$ cat config.mk
export PLATFORM = sky130hd
export DESIGN_NAME = tap_controller
export DESIGN_NICKNAME = d
export VERILOG_FILES = /design/src/rtl/tap_controller.sv
export SDC_FILE = /design/constraint.sdc
export NUM_CORES = 1
export LEC_CHECK = 0
export BUFFER_PORTS_ARGS = -buffer_cell sky130_fd_sc_hd__buf_2
export CAP_MARGIN = 10
export CELL_PAD_IN_SITES_DETAIL_PLACEMENT = 1
export CELL_PAD_IN_SITES_GLOBAL_PLACEMENT = 2
export CORE_UTILIZATION = 28
export CTS_CLUSTER_SIZE = 28
export DETAILED_ROUTE_END_ITERATION = 6
export PLACE_DENSITY = 0.77
export SETUP_SLACK_MARGIN = 0.15
export SLEW_MARGIN = 20
export SYNTH_ARGS = -nofsm -noshare
export SYNTH_HDL_FRONTEND = slang
export SYNTH_SLANG_ARGS = --single-unit
$ cat constraint.sdc
create_clock -name tck -period 1.9 [get_ports tck]
set_clock_uncertainty 0.2 [all_clocks]
set_input_delay 0.19 -clock tck [delete_from_list [all_inputs] [get_ports tck]]
set_output_delay 0.19 -clock tck [all_outputs]
set_load 0.01 [all_outputs]
$ cat src/rtl/tap_controller.sv
// IEEE 1149.1 TAP controller with a 16-state TMS-driven FSM, an instruction register and decode,
// a 1-bit BYPASS register and the TDO mux that sequences the device-ID and user data registers.
module tap_controller #(
  parameter int unsigned              IR_WIDTH  = 4,
  parameter logic [IR_WIDTH-1:0]      IDCODE_OP = {{(IR_WIDTH-1){1'b0}}, 1'b1},
  parameter logic [IR_WIDTH-1:0]      USER_OP   = {{(IR_WIDTH-2){1'b0}}, 2'b10},
  parameter logic [IR_WIDTH-1:0]      BYPASS_OP = {IR_WIDTH{1'b1}}
) (
  input  logic                tck,
  input  logic                trst,
  input  logic                tms,
  input  logic                tdi,
  input  logic                dr_tdo_id,
  input  logic                dr_tdo_user,
  output logic                tdo,
  output logic                tdo_en,
  output logic [3:0]          state,
  output logic [IR_WIDTH-1:0] ir,
  output logic                sel_id,
  output logic                sel_user,
  output logic                sel_bypass,
  output logic                capture_dr,
  output logic                shift_dr,
  output logic                update_dr,
  output logic                clock_dr,
  output logic                tlr
);

  typedef enum logic [3:0] {
    TLR    = 4'hF,
    RTI    = 4'hC,
    SEL_DR = 4'h7,
    CAP_DR = 4'h6,
    SH_DR  = 4'h2,
    EX1_DR = 4'h1,
    PAU_DR = 4'h3,
    EX2_DR = 4'h0,
    UPD_DR = 4'h5,
    SEL_IR = 4'h4,
    CAP_IR = 4'hE,
    SH_IR  = 4'hA,
    EX1_IR = 4'h9,
    PAU_IR = 4'hB,
    EX2_IR = 4'h8,
    UPD_IR = 4'hD
  } tap_state_e;

  // The two LSBs captured into the IR are fixed at 01 so a scan chain can be located.
  localparam logic [IR_WIDTH-1:0] IR_CAPTURE = {{(IR_WIDTH-2){1'b0}}, 2'b01};

  tap_state_e          state_r;
  tap_state_e          state_next_s;
  logic [IR_WIDTH-1:0] ir_r;
  logic [IR_WIDTH-1:0] ir_shift_r;
  logic                bypass_r;
  logic                sel_id_s;
  logic                sel_user_s;
  logic                sel_bypass_s;
  logic                tdo_s;

  // FSM state, instruction, IR shift and BYPASS registers.
  always_ff @(posedge tck) begin
    if (!trst) begin
      state_r    <= TLR;
      ir_r       <= IDCODE_OP;
      ir_shift_r <= {IR_WIDTH{1'b0}};
      bypass_r   <= 1'b0;
    end else begin
      state_r <= state_next_s;
      if (state_next_s == TLR) begin
        ir_r <= IDCODE_OP;
      end else if (state_r == UPD_IR) begin
        ir_r <= ir_shift_r;
      end
      if (state_r == CAP_IR) begin
        ir_shift_r <= IR_CAPTURE;
      end else if (state_r == SH_IR) begin
        ir_shift_r <= {tdi, ir_shift_r[IR_WIDTH-1:1]};
      end
      if (sel_bypass_s && (state_r == CAP_DR)) begin
        bypass_r <= 1'b0;
      end else if (sel_bypass_s && (state_r == SH_DR)) begin
        bypass_r <= tdi;
      end
    end
  end

  // TMS-driven next-state logic; DR and IR columns mirror each other.
  always_comb begin
    state_next_s = state_r;
    case (state_r)
      TLR:     state_next_s = tms ? TLR    : RTI;
      RTI:     state_next_s = tms ? SEL_DR : RTI;
      SEL_DR:  state_next_s = tms ? SEL_IR : CAP_DR;
      CAP_DR:  state_next_s = tms ? EX1_DR : SH_DR;
      SH_DR:   state_next_s = tms ? EX1_DR : SH_DR;
      EX1_DR:  state_next_s = tms ? UPD_DR : PAU_DR;
      PAU_DR:  state_next_s = tms ? EX2_DR : PAU_DR;
      EX2_DR:  state_next_s = tms ? UPD_DR : SH_DR;
      UPD_DR:  state_next_s = tms ? SEL_DR : RTI;
      SEL_IR:  state_next_s = tms ? TLR    : CAP_IR;
      CAP_IR:  state_next_s = tms ? EX1_IR : SH_IR;
      SH_IR:   state_next_s = tms ? EX1_IR : SH_IR;
      EX1_IR:  state_next_s = tms ? UPD_IR : PAU_IR;
      PAU_IR:  state_next_s = tms ? EX2_IR : PAU_IR;
      EX2_IR:  state_next_s = tms ? UPD_IR : SH_IR;
      UPD_IR:  state_next_s = tms ? SEL_DR : RTI;
      default: state_next_s = TLR;
    endcase
  end

  // Instruction decode and TDO mux; undefined opcodes fall through to BYPASS.
  always_comb begin
    sel_id_s     = 1'b0;
    sel_user_s   = 1'b0;
    sel_bypass_s = 1'b0;
    tdo_s        = 1'b0;
    case (ir_r)
      IDCODE_OP: sel_id_s     = 1'b1;
      USER_OP:   sel_user_s   = 1'b1;
      BYPASS_OP: sel_bypass_s = 1'b1;
      default:   sel_bypass_s = 1'b1;
    endcase
    case (state_r)
      SH_IR: tdo_s = ir_shift_r[0];
      SH_DR: begin
        if (sel_id_s) begin
          tdo_s = dr_tdo_id;
        end else if (sel_user_s) begin
          tdo_s = dr_tdo_user;
        end else begin
          tdo_s = bypass_r;
        end
      end
      default: tdo_s = 1'b0;
    endcase
  end

  assign state      = state_r;
  assign ir         = ir_r;
  assign sel_id     = sel_id_s;
  assign sel_user   = sel_user_s;
  assign sel_bypass = sel_bypass_s;
  assign tdo        = tdo_s;
  assign tdo_en     = (state_r == SH_DR) || (state_r == SH_IR);
  assign capture_dr = (state_r == CAP_DR);
  assign shift_dr   = (state_r == SH_DR);
  assign update_dr  = (state_r == UPD_DR);
  assign clock_dr   = (state_r == CAP_DR) || (state_r == SH_DR);
  assign tlr        = (state_r == TLR);

endmodule
Word level (Yosys, flattened, before mapping)
Cells that the tools add are included.
- output and inout port bits: 18
- logic and storage cells: 58
- latch bits: 0
- memories kept: 0
- memory bits (writable): 0
- register bits: 13
- input bits: 6
- ROM bits: 0
- bitwise logic cells: 1
- mux-type cells: 21
- $add $sub $neg: 0
- divide/modulo/power cells: 0
- reductions and logical operators: 13
- equality and inequality tests: 18
- $mul: 0
- shifts and indexed selects: 0
- order comparisons: 0
- operators by type and width (operator ; count):
    4-bit one-hot mux with 12 select lines ; 1
    4-bit == test (second input constant) ; 9
    4-bit by 3-bit == test with 1-bit output (second input constant) ; 4
    4-bit by 2-bit == test with 1-bit output (second input constant) ; 3
    2-bit 2-to-1 mux ; 6
    3-bit 2-to-1 mux ; 4
    2-bit OR reduction ; 6
    4-bit by 1-bit == test with 1-bit output (second input constant) ; 2
    1-bit 2-to-1 mux ; 8
    4-bit zero test ; 1
    4-bit 2-to-1 mux ; 1
    3-bit OR reduction ; 1
    1-bit logical AND ; 2
    1-bit logical OR ; 2
    1-bit one-hot mux with 2 select lines ; 1
    2-bit nonzero test ; 1
    1-bit inverter ; 1

Depth between registers and ports, before layout
Gate-level depths: netlist of run 1.
- word-level depth: 5
- mapped depth: 4
- depth with buffers taken out: 3

Worst setup path after synthesis of run 1
Ideal clock, no wire load.
- path type: register to output
- start point: reg state_r[2], in the netlist state[2]
- end point: out tdo
- data required time: 1510 ps
- stages on the path, launching flop included: 5
- arrival time: 1303 ps
- setup slack: 207 ps
- path buffers: 1
- cells stage by stage: dfxtp_1 > buf_2 > nor4b_2 > o21ai_0 > o32ai_1
- word-level cells in the longest chain between the ends: 2
- elaborated cells between the ends (all ways): 3
- classes of those cells: eq/ne (2); mux (1)
- RTL lines (what ; RTL line ; source):
    start, declared ; 51 ; tap_state_e state_r;
    start signal, assigned ; 69 ; state_r <= state_next_s;
    4-bit by 2-bit == test with 1-bit output ; - ;
    via shift_dr ; 23 ; output logic shift_dr,
    1-bit one-hot mux with 2 select lines ; 124 ; case (state_r)
    end, declared ; 15 ; output logic tdo,
The timed path passes the listed nets, and every way through them passes these cells.

Final worst setup path of run 1
- start point: reg ir_r[2], in the netlist ir[2]
- end point: out tdo
- word-level cells in the longest chain between the ends: 5
- elaborated cells between the ends (all ways): 7
- classes of those cells: eq/ne (2); mux (5)
- RTL lines (what ; RTL line ; source):
    start, declared ; 53 ; logic [IR_WIDTH-1:0] ir_r;
    start signal, assigned ; 73 ; ir_r <= ir_shift_r;
    4-bit by 2-bit == test with 1-bit output ; 118 ; case (ir_r)
    1-bit 2-to-1 mux ; 118 ;
    1-bit 2-to-1 mux ; 129 ; end else if (sel_user_s) begin
    1-bit 2-to-1 mux * ; 127 ; if (sel_id_s) begin
    1-bit one-hot mux with 2 select lines * ; 124 ;
Every way passes the cells marked *; elsewhere a longest branch is shown, timed or not.

==> results by group, run 1 <==
Run status
  • Outcome: finished with violations
  • Violated checks: setup timing

Clocking
  • Cts bufs inserted: 3
  • CTS tree: built
  • Htree depth: 1
  • CTS Root Buffer Type: clkbuf_4
  • Clk Latency, worst-skew pair: 0.28 ns
  • CTS Buffer Depth: 2
  • Clock Pin Slew Worst Setup and Hold Paths: approximately 0.090 ns
  • Clk sinks: 13

Logic synthesis
  • Most frequent cell after synthesis: dfxtp_1
  • Synthesized area: 746 sq um
  • Yosys top cell area share: 34.9%
  • Synth top area cells: dfxtp_1 (35%), mux2i_1 (9.4%), nand2_1 (6.0%), nor3b_1 (4.0%), nor2b_1 (3.4%)
  • Number of synthesized flops with an enable pin: 0
  • Post-Syn Area per Cell: 8.77 sq um
  • Synthesis-stage register bit count: 13
  • Synthesized net count: 91
  • Area leader, netlist: dfxtp_1
  • Ys flop type: dfxtp_1
  • Post-synthesis instance total: 85
  • Top cells by count, synth: dfxtp_1 (13), nand2_1 (12), mux2i_1 (7)
  • Register area share after synthesis: 34.9%
  • Post-synth ARST share: 0%
  • Synth cell types: 36
  • Ys Warns: 0

Floorplanning
  • Placeable Area: around 2500 sq um
  • Die W: 53.6 um
  • Die footprint: 2870 sq um
  • Die Y: 53.6 um
  • Floorplan row count: 18
  • Initial Util: 29.8%
  • I/O pins: 24

Critical path
  • CP endpoint kind: output port
  • Worst Path Class, Setup: flop to output port
  • Worst Path Max Fanout: 3
  • Worst r2r path cells: 3
  • Worst EP arrival: about 1.6 ns
  • Worst Path Required: 1.51 ns
  • Startpoint Class: flop

Timing
  • Worst setup margin: -0.0963 ns
  • Slew HR: approximately four fifths
  • Worst slew pin tran: 0.323 ns
  • Fin. Hold Viols: 0
  • Pins over their slew limit: 0
  • Total negative slack: -0.0963 ns
  • Final setup vio count: 1
  • Final min period: 2.00 ns
  • Final period utilization: 105%
  • WHS: 0.0162 ns
  • RSZ-0062 raised after global routing: true
  • Max Freq: 501 MHz

Route
  • Antenna Nets Post-Route: 0
  • Final WL: 1990 um
  • DRC violations left: 0
  • Vias: 759
  • DRT Pass-1 Iters: 4
  • Met2 wire len: slightly below 1000 um
  • Wire per inst: 13.7 um
  • 1st-iter DRT viols: 11
  • Top Layer Used: met4
  • Via density: 5.20
  • Met3 WL: between 60 and 70 um
  • Wire length on met1: 925 um

Power and ir drop
  • Int Power: ~0.45 mW
  • LEAKAGE: 0.479 nW
  • Pwr dens: 638 nW/um^2
  • Sw Share: 31.5%
  • Overall Power: 0.654 mW
  • Psw: 0.206 mW
  • Worst vdd ir: around 250 uV
  • Seq pwr share: about 48%
  • Proportion of power drawn by the clock network: 26.9%
  • Combinational Power Share: 25.3%

Place
  • HPWL Detailed: 1360 um
  • Placement Cell Area: 895 sq um
  • Placer Congestion: 0.681
  • Cells after DPL: approximately 140
  • IO buf count: 23

Layout
  • Nets@finish: 123
  • Area Growth Syn to Fin: 37.6%
  • N_diodes: 0
  • Non-filler cells, final: about 150
  • Fin area: between 1000 and 1500 sq um
  • Share of layout cells above drive strength 1: 44.8%
  • Fillers: ~300

GRT
  • Tot GR Track Use: 15.0%
  • Largest net degree at the start of global routing: 15
  • Vias in the first global route: 731
  • Initial antenna violation count: 0
  • First-pass GRT wire length: 3130 um
  • GRT Residual Overflow: 0

Min path
  • HP Class: primary input to flop
  • Cell depth of the worst hold path: 2

Job
  • Number of max-cap violations: 0
-- placed cells by master, fill, tap and decap left out, types with 2 or more instances in the layout --
cell / count
nor4b_2: 3
or3b_1: 2
mux2i_1: 7
nand2_1: 12
nor3b_1: 3
buf_2: 23
o21ai_0: 3
clkbuf_4: 3
nor2_1: 3
a21boi_1: 2
inv_1: 3
a21o_1: 2
dfxtp_1: 6
dfxtp_2: 3
nor2b_1: 3
buf_4: 8
dfxtp_4: 4
-- sequential cells by signal (all words and copies together) (netlist names) --
name        flops
bypass_r        1
ir              4
ir_shift_r      4
state           4
-- per-layer routing --
metal,track usage [%],up-vias
met1,18.3,368
met4,7.89,0
li1,-,369
met3,0.847,2
met2,26.3,20
met5,0,-
-- final timing paths --
path         slack, ns     startpoint            end
max               -0.1          ir[2]            tdo
min               0.02            tms       state[0]
max reg2reg       0.38       state[0]  ir_shift_r[2]
min reg2reg       0.28  ir_shift_r[1]  ir_shift_r[1]
-- power groups by stage --
stage | logic (mW) | registers [mW] | clock network (mW)
5_1_grt | 0.184 | 0.317 | 0.194
4_1_cts | 0.153 | 0.314 | 0.185
2_1_floorplan | 0.109 | 0.309 | 0
3_3_place_gp | 0.149 | 0.319 | 0
6_report | 0.165 | 0.313 | 0.176
3_5_place_dp | 0.148 | 0.320 | 0
-- what timing repair did --
action / CTS / global route
cloned: 0 / 0
pin swaps: 3 / 3
hold buffers: 1 / 0
gates resized for setup: 12 / 7
endpoints found under the setup margin: 4 / 3
buffers inserted: 3 / 2
endpoints found under the hold margin: 2 / 0
-- logic make-up (layout without fill, tap and decap cells) --
| family | after synthesis | in the layout | share of synthesized area (%) |
|---|---|---|---|
| compound gates | 17 | 17 | 17.3 |
| xor+xnor | 1 | 1 | 1.17 |
| buf+inv | 8 | 39 | 5.03 |
| flops | 13 | 13 | 34.9 |
| mux | 7 | 7 | 9.40 |
| simple gates | 39 | 39 | 32.2 |
-- per-stage QoR --
stage | util, % | setup WS (ns)
2_1_floorplan | - | 0.207
3_3_place_gp | 35.8 | 0.225
3_5_place_dp | 35.8 | 0.182
4_1_cts | 39.0 | -0.0961
5_1_grt | 41.0 | -0.164
6_report | 41.0 | -0.0963
-- critical path: stages (launching register included) --
cell     delay [ns]
dfxtp_4        0.35
or4_4          0.50
a32oi_1        0.23
o32ai_1        0.10
buf_2          0.15
-- cell type report --
type	count	area [sq um]	share of cell area, %
clock buffers	4	26.3	2.56
repair buffers	32	185	18.0
flip-flops and latches	13	279	27.2
multi-input cells	64	487	47.4
well taps	30	37.5	3.66
inverters	3	11.3	1.10
Power figures use the tool's default switching activity.
==> run 2, diff against run 1 <==
--- a/config.mk
+++ b/config.mk
@@ -10,4 +10,5 @@
 export CELL_PAD_IN_SITES_DETAIL_PLACEMENT = 1
 export CELL_PAD_IN_SITES_GLOBAL_PLACEMENT = 2
+export CORE_MARGIN = 2
 export CORE_UTILIZATION = 28
 export CTS_CLUSTER_SIZE = 28
==> constraint.sdc (replaced) <==
create_clock -name tck -period 1.9 [get_ports tck]
set_clock_uncertainty 0.2 [all_clocks]
set_input_delay 0.095 -clock tck [delete_from_list [all_inputs] [get_ports tck]]
set_output_delay 0.095 -clock tck [all_outputs]
set_load 0.01 [all_outputs]
==> results by group, run 2 (synthesis gave the netlist of run 1 again) <==
Layout
  • Finished Core Util: 40.1% (-0.95 points)
  • Area Growth Syn to Fin: 34.4%
  • Most frequent cells in the layout: buf_2 (23), nand2_1 (12), mux2i_1 (7)
  • N_diodes: 0 (unchanged)
  • Share of layout cells above drive strength 1: 40.0% (-4.8 points)
  • Commonest non-fill, non-tap cell in the layout: buf_2
  • Nets@finish: 122 (-0.81%)

Min path
  • Cell depth of the worst hold path: 4 (+2)
  • Hold EP: bypass_r
  • HP Class: primary input to flop
  • Hold_sp: tdi

Run status
  • Violated checks: setup timing
  • Outcome: finished with violations

Critical path
  • FF-to-FF Start: state[0]
  • Crit path from: ir[3]
  • Reg2reg end: ir_shift_r[1]
  • Worst r2r path cells: 3 (unchanged)
  • Startpoint Class: flop
  • CP endpoint kind: output port
  • Worst Path Required: 1.60 ns (+0.09 ns)
  • Worst EP arrival: 1.61 ns (about the same)
  • Setup slack, reg-to-reg: 0.36 ns (-0.02 ns)
  • Worst Path Max Fanout: 4 (+1)
  • Worst Path Class, Setup: flop to output port

Power and ir drop
  • Pwr dens: 651 nW/um^2 (+2.1%)
  • Combinational Power Share: 24.0% (-1.3 points)
  • Seq pwr share: 48.7% (+0.9 points)
  • Int Power: 0.445 mW (-0.83%)
  • LEAKAGE: 0.464 nW (-3.2%)
  • Worst vdd ir: 229 uV (-10%)
  • Sw Share: 31.9% (+0.39 points)
  • Psw: 0.208 mW (+0.99%)
  • Proportion of power drawn by the clock network: 27.3% (+0.4 points)

Floorplanning
  • Die W: 55.6 um (+3.7%)
  • Die Y: 55.6 um (+3.7%)
  • I/O pins: 24 (unchanged)
  • Initial Util: 29.8% (unchanged)
  • Die footprint: 3090 sq um (+7.6%)
  • Placeable Area: 2500 sq um (unchanged)
  • Floorplan row count: 18 (unchanged)

Job
  • Number of max-cap violations: 0 (unchanged)

Timing
  • Max Freq: 526 MHz (+5.0%)
  • Worst setup margin: -0.00206 ns (+0.0943 ns)
  • Total negative slack: -0.00206 ns (+0.0943 ns)
  • Final setup vio count: 1 (unchanged)
  • Pins over their slew limit: 0 (unchanged)
  • Final min period: 1.90 ns (-0.0943 ns)
  • Final period utilization: 100% (-5.0 points)
  • RSZ-0062 raised after global routing: true
  • Fin. Hold Viols: 0 (unchanged)
  • Worst slew pin tran: 0.321 ns (-0.00199 ns)
  • Slew HR: 78.6% (+0.13 points)

Route
  • DRC violations left: 0 (unchanged)
  • Final WL: 2090 um (+4.9%)
  • Vias: 738 (-2.8%)
  • Via density: 5.09 (-2.1%)
  • DRT Pass-1 Iters: 3 (-1)
  • Wire per inst: 14.4 um (+5.6%)
  • Antenna Nets Post-Route: 0 (unchanged)
  • 1st-iter DRT viols: 20 (+9)

Clocking
  • CTS tree: built
  • Htree depth: 1 (unchanged)
  • Clk Latency, worst-skew pair: 0.28 ns (about the same)
  • Clk sinks: 13 (unchanged)
  • CTS Root Buffer Type: clkbuf_4
  • CTS Buffer Depth: 2 (unchanged)
  • Cts bufs inserted: 3 (unchanged)
  • Clock Pin Slew Worst Setup and Hold Paths: 0.08 ns (about the same)

GRT
  • Initial antenna violation count: 0 (unchanged)
  • Tot GR Track Use: 14.4% (-0.62 points)
  • First-pass GRT wire length: 3530 um (+13%)
  • Largest net degree at the start of global routing: 15 (unchanged)
  • Vias in the first global route: 763 (+4.4%)
  • GRT Residual Overflow: 0 (unchanged)

Place
  • IO buf count: 23 (unchanged)
  • HPWL Detailed: 1440 um (+5.7%)
  • Placer Congestion: 0.832 (+22%)
run 2: power by group through the flow:
stage	clock, mW	sequential (mW)	combinational, mW
finish	0.178	0.318	0.157
global route	0.195	0.321	0.176
CTS	0.184	0.314	0.154
detailed placement	0	0.322	0.148
global placement	0	0.321	0.147
floorplan	0	0.309	0.109
run 2: metrics by stage:
step / worst slack, ns / hold slack, ns / area (sq um) / instances / total power, mW
floorplan: 0.302 / 0.0382 / 746 / 85 / 0.418
global placement: 0.317 / 0.195 / 895 / 136 / 0.468
detailed placement: 0.273 / 0.194 / 895 / 136 / 0.470
CTS: 0.0000427 / 0.0228 / 977 / 145 / 0.652
global route: -0.0392 / 0.0587 / 1000 / 145 / 0.692
finish: -0.00206 / 0.0261 / 1000 / 145 / 0.653
run 2: layout make-up:
| type | count | area [sq um] |
|---|---|---|
| fill | 320 | 1500 |
| multi-input combinational | 64 | 470 |
| tap | 30 | 37.5 |
| timing repair buffer | 31 | 180 |
| sequential | 13 | 277 |
| inverter | 3 | 11.3 |
| clock buffer | 4 | 26.3 |
run 2: how the worst max path moves through the flow:
| stage | endpoint | slack [ns] | depth (start not counted) |
|---|---|---|---|
| global route | tdo | -0.04 | 4 |
| CTS | tdo | 0.00004 | 4 |
| detailed placement | tdo | 0.27 | 4 |
| global placement | ir[2] | 0.32 | 4 |
| finish | tdo | -0.002 | 4 |
| floorplan | tdo | 0.30 | 4 |
run 2: critical path, stage by stage (launching register included):
cell and delay [ns]:
dfxtp_4 0.36, or4b_1 0.56, a32oi_2 0.18, o32ai_1 0.09, buf_2 0.14
run 2: layer usage:
| metal | GRT usage (%) | part of all wire (%) | vias to the layer above |
|---|---|---|---|
| met1 | 18.7 | 46 | 344 |
| met4 | 8.36 | 2.3 | 0 |
| met5 | 0 | 0 | - |
| met2 | 23.3 | 48 | 21 |
| li1 | - | - | 368 |
| met3 | 0.930 | 3.8 | 5 |
run 2: what timing repair did:
| action | in CTS | in global routing |
|---|---|---|
| hold buffers | 2 | 0 |
| setup endpoints to repair | 3 | 3 |
| setup buffers | 3 | 0 |
| pin swaps | 3 | 2 |
| resized for setup | 8 | 6 |
| hold endpoints to repair | 12 | 0 |
